File: src/rtl/dmem_bridge_pkg.sv
// Shared types and helpers for the data-memory bridge between the CPU dmem port and a
// variable-latency memory.
package dmem_bridge_pkg;

  typedef enum logic [1:0] {
    IDLE,
    RD_REQ,
    RD_WAIT,
    RD_DONE
  } state_e;

  localparam int unsigned WORD_LSB = 2;
  localparam int unsigned MAX_AW   = 64;

  // Word-granular address compare; callers zero-extend to MAX_AW.
  function automatic logic word_match(input logic [MAX_AW-1:0] a,
                                      input logic [MAX_AW-1:0] b);
    return a[MAX_AW-1:WORD_LSB] == b[MAX_AW-1:WORD_LSB];
  endfunction

endpackage

File: src/rtl/dmem_wbuf.sv
// Single-entry posted-store buffer.
// A capture that lands in the same cycle as a clear wins, so the buffer stays full.
module dmem_wbuf
  import dmem_bridge_pkg::*;
#(
  parameter int unsigned AW = 32,
  parameter int unsigned DW = 32
) (
  input  logic          clk,
  input  logic          reset_n,
  input  logic          capture_i,
  input  logic          clear_i,
  input  logic [AW-1:0] cap_addr_i,
  input  logic [DW-1:0] cap_data_i,
  input  logic [AW-1:0] lookup_addr_i,
  output logic          valid_o,
  output logic [AW-1:0] addr_o,
  output logic [DW-1:0] data_o,
  output logic          match_o
);

  logic                   valid_q;
  logic [AW-WORD_LSB-1:0] waddr_q;
  logic [DW-1:0]          data_q;
  logic                   unused_cap_lsb;

  assign unused_cap_lsb = ^cap_addr_i[WORD_LSB-1:0];

  always_ff @(posedge clk or negedge reset_n) begin
    if (!reset_n) begin
      valid_q <= 1'b0;
      waddr_q <= '0;
      data_q  <= '0;
    end else if (capture_i) begin
      valid_q <= 1'b1;
      waddr_q <= cap_addr_i[AW-1:WORD_LSB];
      data_q  <= cap_data_i;
    end else if (clear_i) begin
      valid_q <= 1'b0;
    end
  end

  assign valid_o = valid_q;
  assign addr_o  = {waddr_q, {WORD_LSB{1'b0}}};
  assign data_o  = data_q;
  assign match_o = valid_q & word_match(MAX_AW'(addr_o), MAX_AW'(lookup_addr_i));

endmodule

File: src/rtl/dmem_bridge.sv
// Converts the single-cycle dmem load/store into req/ready + rvalid transactions,
// posting stores through a one-entry buffer that also forwards to loads.
module dmem_bridge
  import dmem_bridge_pkg::*;
#(
  parameter int unsigned AW = 32,
  parameter int unsigned DW = 32
) (
  input  logic          clk,
  input  logic          reset_n,
  input  logic [AW-1:0] cpu_addr,
  input  logic [DW-1:0] cpu_wdata,
  input  logic          cpu_we,
  input  logic          cpu_re,
  output logic [DW-1:0] cpu_rdata,
  output logic          stall,
  output logic          mem_req,
  output logic          mem_we,
  output logic [AW-1:0] mem_addr,
  output logic [DW-1:0] mem_wdata,
  input  logic          mem_ready,
  input  logic          mem_rvalid,
  input  logic [DW-1:0] mem_rdata
);

  state_e        state_q;
  logic [DW-1:0] rd_q;
  logic          wb_valid;
  logic [AW-1:0] wb_addr;
  logic [DW-1:0] wb_data;
  logic          wb_match;
  logic          wb_capture;
  logic          wb_clear;
  logic          rd_start;

  dmem_wbuf #(.AW(AW), .DW(DW)) u_wbuf (
    .clk          (clk),
    .reset_n      (reset_n),
    .capture_i    (wb_capture),
    .clear_i      (wb_clear),
    .cap_addr_i   (cpu_addr),
    .cap_data_i   (cpu_wdata),
    .lookup_addr_i(cpu_addr),
    .valid_o      (wb_valid),
    .addr_o       (wb_addr),
    .data_o       (wb_data),
    .match_o      (wb_match)
  );

  // Memory request, CPU stall/data and buffer control from state, CPU inputs and buffer.
  always_comb begin
    mem_req    = 1'b0;
    mem_we     = 1'b0;
    mem_addr   = '0;
    mem_wdata  = '0;
    stall      = 1'b0;
    cpu_rdata  = '0;
    wb_capture = 1'b0;
    wb_clear   = 1'b0;
    rd_start   = 1'b0;
    case (state_q)
      IDLE: begin
        if (wb_valid) begin
          mem_req   = 1'b1;
          mem_we    = 1'b1;
          mem_addr  = wb_addr;
          mem_wdata = wb_data;
          wb_clear  = mem_ready;
        end
        // A store wins over a simultaneous load.
        if (cpu_we) begin
          if (!wb_valid || mem_ready) wb_capture = 1'b1;
          else                        stall      = 1'b1;
        end else if (cpu_re) begin
          if (wb_match) begin
            cpu_rdata = wb_data;
          end else begin
            stall    = 1'b1;
            rd_start = !wb_valid || mem_ready;
          end
        end
      end
      RD_REQ: begin
        mem_req  = 1'b1;
        mem_addr = {cpu_addr[AW-1:WORD_LSB], {WORD_LSB{1'b0}}};
        stall    = 1'b1;
      end
      RD_WAIT: stall = 1'b1;
      RD_DONE: cpu_rdata = rd_q;
      default: ;
    endcase
  end

  // Read-transaction sequencing and load data capture.
  always_ff @(posedge clk or negedge reset_n) begin
    if (!reset_n) begin
      state_q <= IDLE;
      rd_q    <= '0;
    end else begin
      case (state_q)
        IDLE:    if (rd_start) state_q <= RD_REQ;
        RD_REQ:  if (mem_ready) state_q <= RD_WAIT;
        RD_WAIT: if (mem_rvalid) begin
          rd_q    <= mem_rdata;
          state_q <= RD_DONE;
        end
        RD_DONE: state_q <= IDLE;
        default: state_q <= IDLE;
      endcase
    end
  end

endmodule

File: config.mk
export PLATFORM = sky130hd
export DESIGN_NAME = dmem_bridge
export DESIGN_NICKNAME = d
export VERILOG_FILES = /design/src/rtl/dmem_bridge_pkg.sv /design/src/rtl/dmem_wbuf.sv /design/src/rtl/dmem_bridge.sv
export SDC_FILE = /design/constraint.sdc
export NUM_CORES = 1
export LEC_CHECK = 0
export BUFFER_PORTS_ARGS = -buffer_cell sky130_fd_sc_hd__buf_2
export CORE_ASPECT_RATIO = 0.5
export CORE_MARGIN = 5
export CORE_UTILIZATION = 25
export DETAILED_ROUTE_END_ITERATION = 6
export REMOVE_ABC_BUFFERS = 1
export SLEW_MARGIN = 20
export SYNTH_ARGS = -nofsm -noshare
export SYNTH_HDL_FRONTEND = slang
export SYNTH_SLANG_ARGS = --single-unit
File: constraint.sdc
create_clock -name clk -period 5 [get_ports clk]
set_input_delay 0.25 -clock clk [delete_from_list [all_inputs] [get_ports clk]]
set_output_delay 0.25 -clock clk [all_outputs]
set_load 0.05 [all_outputs]
-- Yosys cells after proc, flatten, opt, wreduce, memory -nomap -nowiden
Index checks and enable logic that the tools add are counted.
- equal/unequal tests: 7
- multiplexer cells: 31
- bitwise gates (word level): 1
- reductions and logical operators: 7
- operator list (operator ; number):
    2-to-1 mux 32 bit ; 6
    one-hot mux 32 bit (2 select lines) ; 2
    == test 30 bit ; 1
    2-to-1 mux 1 bit ; 17
    one-hot mux 2 bit (4 select lines) ; 1
    2-to-1 mux 2 bit ; 3
    inequality test 2 bit (second input constant) ; 3
    == test 2 bit (second input constant) ; 2
    one-hot mux 1 bit (2 select lines) ; 2
    AND reduction 3 bit ; 1
    == test 2 x 1 -> 1 bit (second input constant) ; 1
    zero test 2 bit ; 1
    AND reduction 2 bit ; 1
    nonzero test 2 bit ; 1
    OR reduction 2 bit ; 1
    AND 1 bit ; 1
    zero test 1 bit ; 1
    logical OR 1 bit ; 1
- flip-flop bits (word level): 97
- input bits: 102
- output and inout bits: 99

-- Logic depth before layout (Yosys ltp)
- depth after elaboration: 8
- gate-level depth with buffers: 8
- gate-level depth less buffers: 7

-- By module
A second synthesis with hierarchy kept.
- cells, all modules: 428
- area, all modules: 5326.4 sq um
- modules (own cells, without submodules) (module ; times used ; cells an instance ; area an instance (sq um) ; seq. area each (sq um)):
    dmem_wbuf ; 1 ; 177 ; 2668.8 ; 1576.5
    dmem_bridge ; 1 ; 251 ; 2657.5 ; 850.8

-- Least setup slack after synthesis
OpenSTA, ideal clock, no wires.
- kind: register to output
- start point: reg state_q[1]
- end point: out mem_addr[11]
- arrival: 2334 ps
- path slack: 2416 ps
- stages on the path, launching flop included: 8
- path buffers: 3
- path through: dfrtp_1 inv_1 ha_1 clkbuf_1 and2_1 clkbuf_1 buf_1 a22o_1
- cells in the longest elaborated chain, start to end: 2
- ends and longest elaborated chain (item ; line ; RTL):
    start: declaration ; dmem_bridge.sv:26 ; state_e state_q;
    start signal: assignment ; dmem_bridge.sv:97 ; state_q <= IDLE;
    start signal: assignment ; dmem_bridge.sv:101 ; IDLE: if (rd_start) state_q <= RD_REQ;
    start signal: assignment ; dmem_bridge.sv:102 ; RD_REQ: if (mem_ready) state_q <= RD_WAIT;
    == test 2 x 1 -> 1 bit / zero test 2 bit (equally long branches) ; dmem_bridge.sv:61 ; case (state_q)
    one-hot mux 32 bit (2 select lines) (*) ; dmem_bridge.sv:61 ;
    end: declaration ; dmem_bridge.sv:19 ; output logic [AW-1:0] mem_addr,
Every way passes the cells marked *; elsewhere a longest branch is shown, timed or not.

-- Worst setup path in the final report
- start point: reg u_wbuf.valid_q (netlist: u_wbuf.valid_o)
- end point: out cpu_rdata[7]
- cells in the longest elaborated chain, start to end: 5
- ends and longest elaborated chain (item ; line ; RTL):
    start: declaration ; dmem_wbuf.sv:22 ; logic valid_q;
    start signal: assignment ; dmem_wbuf.sv:31 ; valid_q <= 1'b0;
    start signal: assignment ; dmem_wbuf.sv:35 ; valid_q <= 1'b1;
    start signal: assignment ; dmem_wbuf.sv:39 ; valid_q <= 1'b0;
    AND 1 bit ; dmem_wbuf.sv:46 ; assign match_o = valid_q & word_match(MAX_AW'(addr_o), MAX_AW'(lookup_addr_i));
    2-to-1 mux 32 bit ; dmem_bridge.sv:75 ; if (wb_match) begin
    2-to-1 mux 32 bit ; dmem_bridge.sv:74 ; end else if (cpu_re) begin
    2-to-1 mux 32 bit ; dmem_bridge.sv:71 ; if (cpu_we) begin
    one-hot mux 32 bit (2 select lines) ; dmem_bridge.sv:61 ;
    end: declaration ; dmem_bridge.sv:15 ; output logic [DW-1:0] cpu_rdata,
No other way between the ends.

==> out/qor.csv <==
metric;value;unit
io_buffers;196;
start_kind;flip-flop;
clk_path_buf_depth;2;
tns;0;ns
switching_share;49.2;%
core;21500;sq um
outcome;finished, final reports clean;
syn_avg_cell_area;10.8;sq um
die_x;219;um
rsz0062_at_grt;no;
tightest_slew;0.887;ns
postRouteAntennaNets;0;
maxSlewViolCount;0;
grt_antenna_before_repair;4;
worst_hold_path_type;primary input to flip-flop;
die_area;25000;sq um
crit_type;flip-flop to output pin;
hold_slack;0.136;ns
hold_viol;0;
viasPerCell;4.66;
max_stage_delay;0.80;ns
max_slew_margin;40.9;%
cts_made_buffers;9;
grt_overflow_total;0;
netlist_instances;503;
drt_iter0_markers;293;
gp_congestion;0.807;
cts_resized;0;
synth_seq_cells;97;
ff_latch_area;2430;sq um
clock_sinks;97;
reg2reg_from;state_q[1]$_DFFE_PN0P_;
num_vias;4585;
grt_start_max_net_pins;53;
clockPowerShare;13.8;%
postCtsHoldBufs;1;
postCtsSetupRepairBufs;0;
insertion_delay;0.34;ns
drc;0;
ir_drop;324;uV
final.setup_skew;0.00971;ns
end_kind;output pin;
rows;38;
slowest_stage;dfrtp_2;
cts_tree;yes;
finalSetupViolations;0;
drive_gt1_share;48.4;%
setup.worst_path.end;cpu_rdata[7];
rr_worst_depth;5;
die_h;114;um
fin_ws;1.90;ns
synth_seq_area_share;44.5;%
fmax;323;MHz
fin_nets;782;
reg2reg_slack;2.07;ns
initial_core_util;25.3;%
arrival;2.85;ns
pre_cts_slack;2.07;ns
cp_cell_sequence;nand4_1 -> nor4_4 -> buf_4 -> nand3_1 -> a21oi_1 -> buf_2;
root_buffer;clkbuf_16;
min_period;3.10;ns
power_switching;2.45;mW
ios;201;
yosys_warnings;0;
post-route-period-util;62.0;%
multi_input_area;2790;sq um
powerDensity;714;nW/um^2
wl_per_cell;17.5;um
required;4.75;ns
synth_ff_type;dfrtp_1;
p_int;2.53;mW
first_global_vias;4679;
power_leakage;3.39;nW
first_pass_iters;5;
synthToLayoutAreaGrowth;27.9;%
crit_path_start;u_wbuf.valid_o$_DFFE_PN0P_;
async_reset_ff_share;100;%
grtUsageTotal;13.4;%
cap_viol_max_count;0;
synth_edf_count;0;
pwr-share-seq;30.4;%
cp_max_fo;36;
grt_pass1_wl;26400;um
dpl.hpwl;11800;um
wirelength;17200;um
cts_max_level;3;
path_clk_slew;0.07;ns
nFillCells;2226;
reg2reg_to;u_wbuf.data_o[6]$_DFFE_PN0P_;
synthDistinctLibCells;33;
synth_area;5450;sq um
pwr-share-comb;55.8;%
-- how the worst min path moves through the flow --
stage	startpoint	slack, ns	cells after the start	end
after global placement	reset_n	0.34	1	u_wbuf.data_o[29]$_DFFE_PN0P_
after global routing	mem_rdata[11]	0.13	2	rd_q[11]$_DFFE_PN0P_
final	mem_rdata[21]	0.14	2	rd_q[21]$_DFFE_PN0P_
after detailed placement	reset_n	0.34	1	u_wbuf.data_o[29]$_DFFE_PN0P_
after CTS	mem_rdata[0]	0.13	2	rd_q[0]$_DFFE_PN0P_
after floorplan	reset_n	-0.05	0	rd_q[0]$_DFFE_PN0P_
-- metal layers --
layer | vias to the layer above | GRT usage [%] | share of wire, %
li1 | 2147 | - | -
met1 | 2330 | 16.3 | 40
met2 | 83 | 24.0 | 54
met3 | 25 | 2.06 | 2.7
met4 | 0 | 4.93 | 2.5
met5 | - | 0 | 0
-- through the flow --
stage               power, mW  instance area (sq um)  std cells  util [%]
floorplan                3.59                   5220        458         -
global placement         4.27                   6650        962      30.9
detailed placement       4.32                   6660        963      30.9
CTS                      5.02                   6960        980      32.3
global route             5.27                   6970        984      32.4
finish                   4.98                   6970        984      32.4
-- cells in the final DEF (no fill, tap or decap), drive strengths merged, types with 2 or more instances in the layout --
master  count
nor2b       2
nand2      36
clkbuf     11
a22o       31
diode       4
xnor2      30
and3       65
ha          5
nor4        2
nand3      34
mux2       94
a21oi      35
conb        2
buf       205
dfrtp      97
nand4       9
nor2        2
clkinv      3
o31a        2
inv         4
-- layout make-up --
class                           count  share of cell area (%)
Inverter                            4                   0.215
Clock inverter                      5                   0.808
Sequential cell                    97                    34.8
Tap cell                          300                    5.38
Timing Repair Buffer              206                    15.3
Multi-Input combinational cell    357                    39.9
Antenna cell                        4                   0.144
Clock buffer                       11                    3.34
-- registers in the layout, indices dropped and copies added (netlist names) --
name	count
u_wbuf.waddr_q	30
u_wbuf.valid_o	1
state_q	2
rd_q	32
u_wbuf.data_o	32
-- Yosys cell counts (all sizes together), types with 4 or more instances --
cell type | instances | area (sq um)
dfrtp | 97 | 2430
mux2 | 94 | 1060
a21oi | 35 | 179
a22o | 31 | 273
inv | 4 | 15.0
nand3 | 34 | 195
and3 | 65 | 407
nand2 | 36 | 135
nand4 | 9 | 56.3
clkbuf | 28 | 105
xnor2 | 30 | 263
ha | 5 | 62.6
buf | 18 | 131
-- power by group through the flow --
| stage | Clock [mW] | Combinational (mW) | Sequential (mW) |
|---|---|---|---|
| after floorplan | 0 | 2.17 | 1.42 |
| after global placement | 0 | 2.77 | 1.49 |
| after detailed placement | 0 | 2.80 | 1.52 |
| after CTS | 0.707 | 2.81 | 1.51 |
| after global routing | 0.735 | 2.96 | 1.58 |
| final | 0.686 | 2.78 | 1.51 |
-- worst max-delay path, delay by kind of cell (launching register included) --
family                 cells  cell delay, ns
DFF                        1            0.80
buffers and inverters      2            0.76
and+or+nand+nor            3            0.68
AOI/OAI and AO/OA          1            0.24
-- kinds of logic (layout without fill, tap and decap cells) --
kind of cell / Yosys count / after routing / share of synthesized area (%)
muxes: 95 / 95 / 19.6
xor gates and xnor gates: 30 / 30 / 4.82
other: 1 / 6 / 0.0688
AOI/OAI and AO/OA: 72 / 72 / 9.20
adders and majority gates: 5 / 5 / 1.15
DFF: 97 / 97 / 44.5
buffers and inverters: 50 / 226 / 4.61
and+or+nand+nor: 153 / 153 / 16.0
Note: power is estimated with default switching activity, not from simulation.
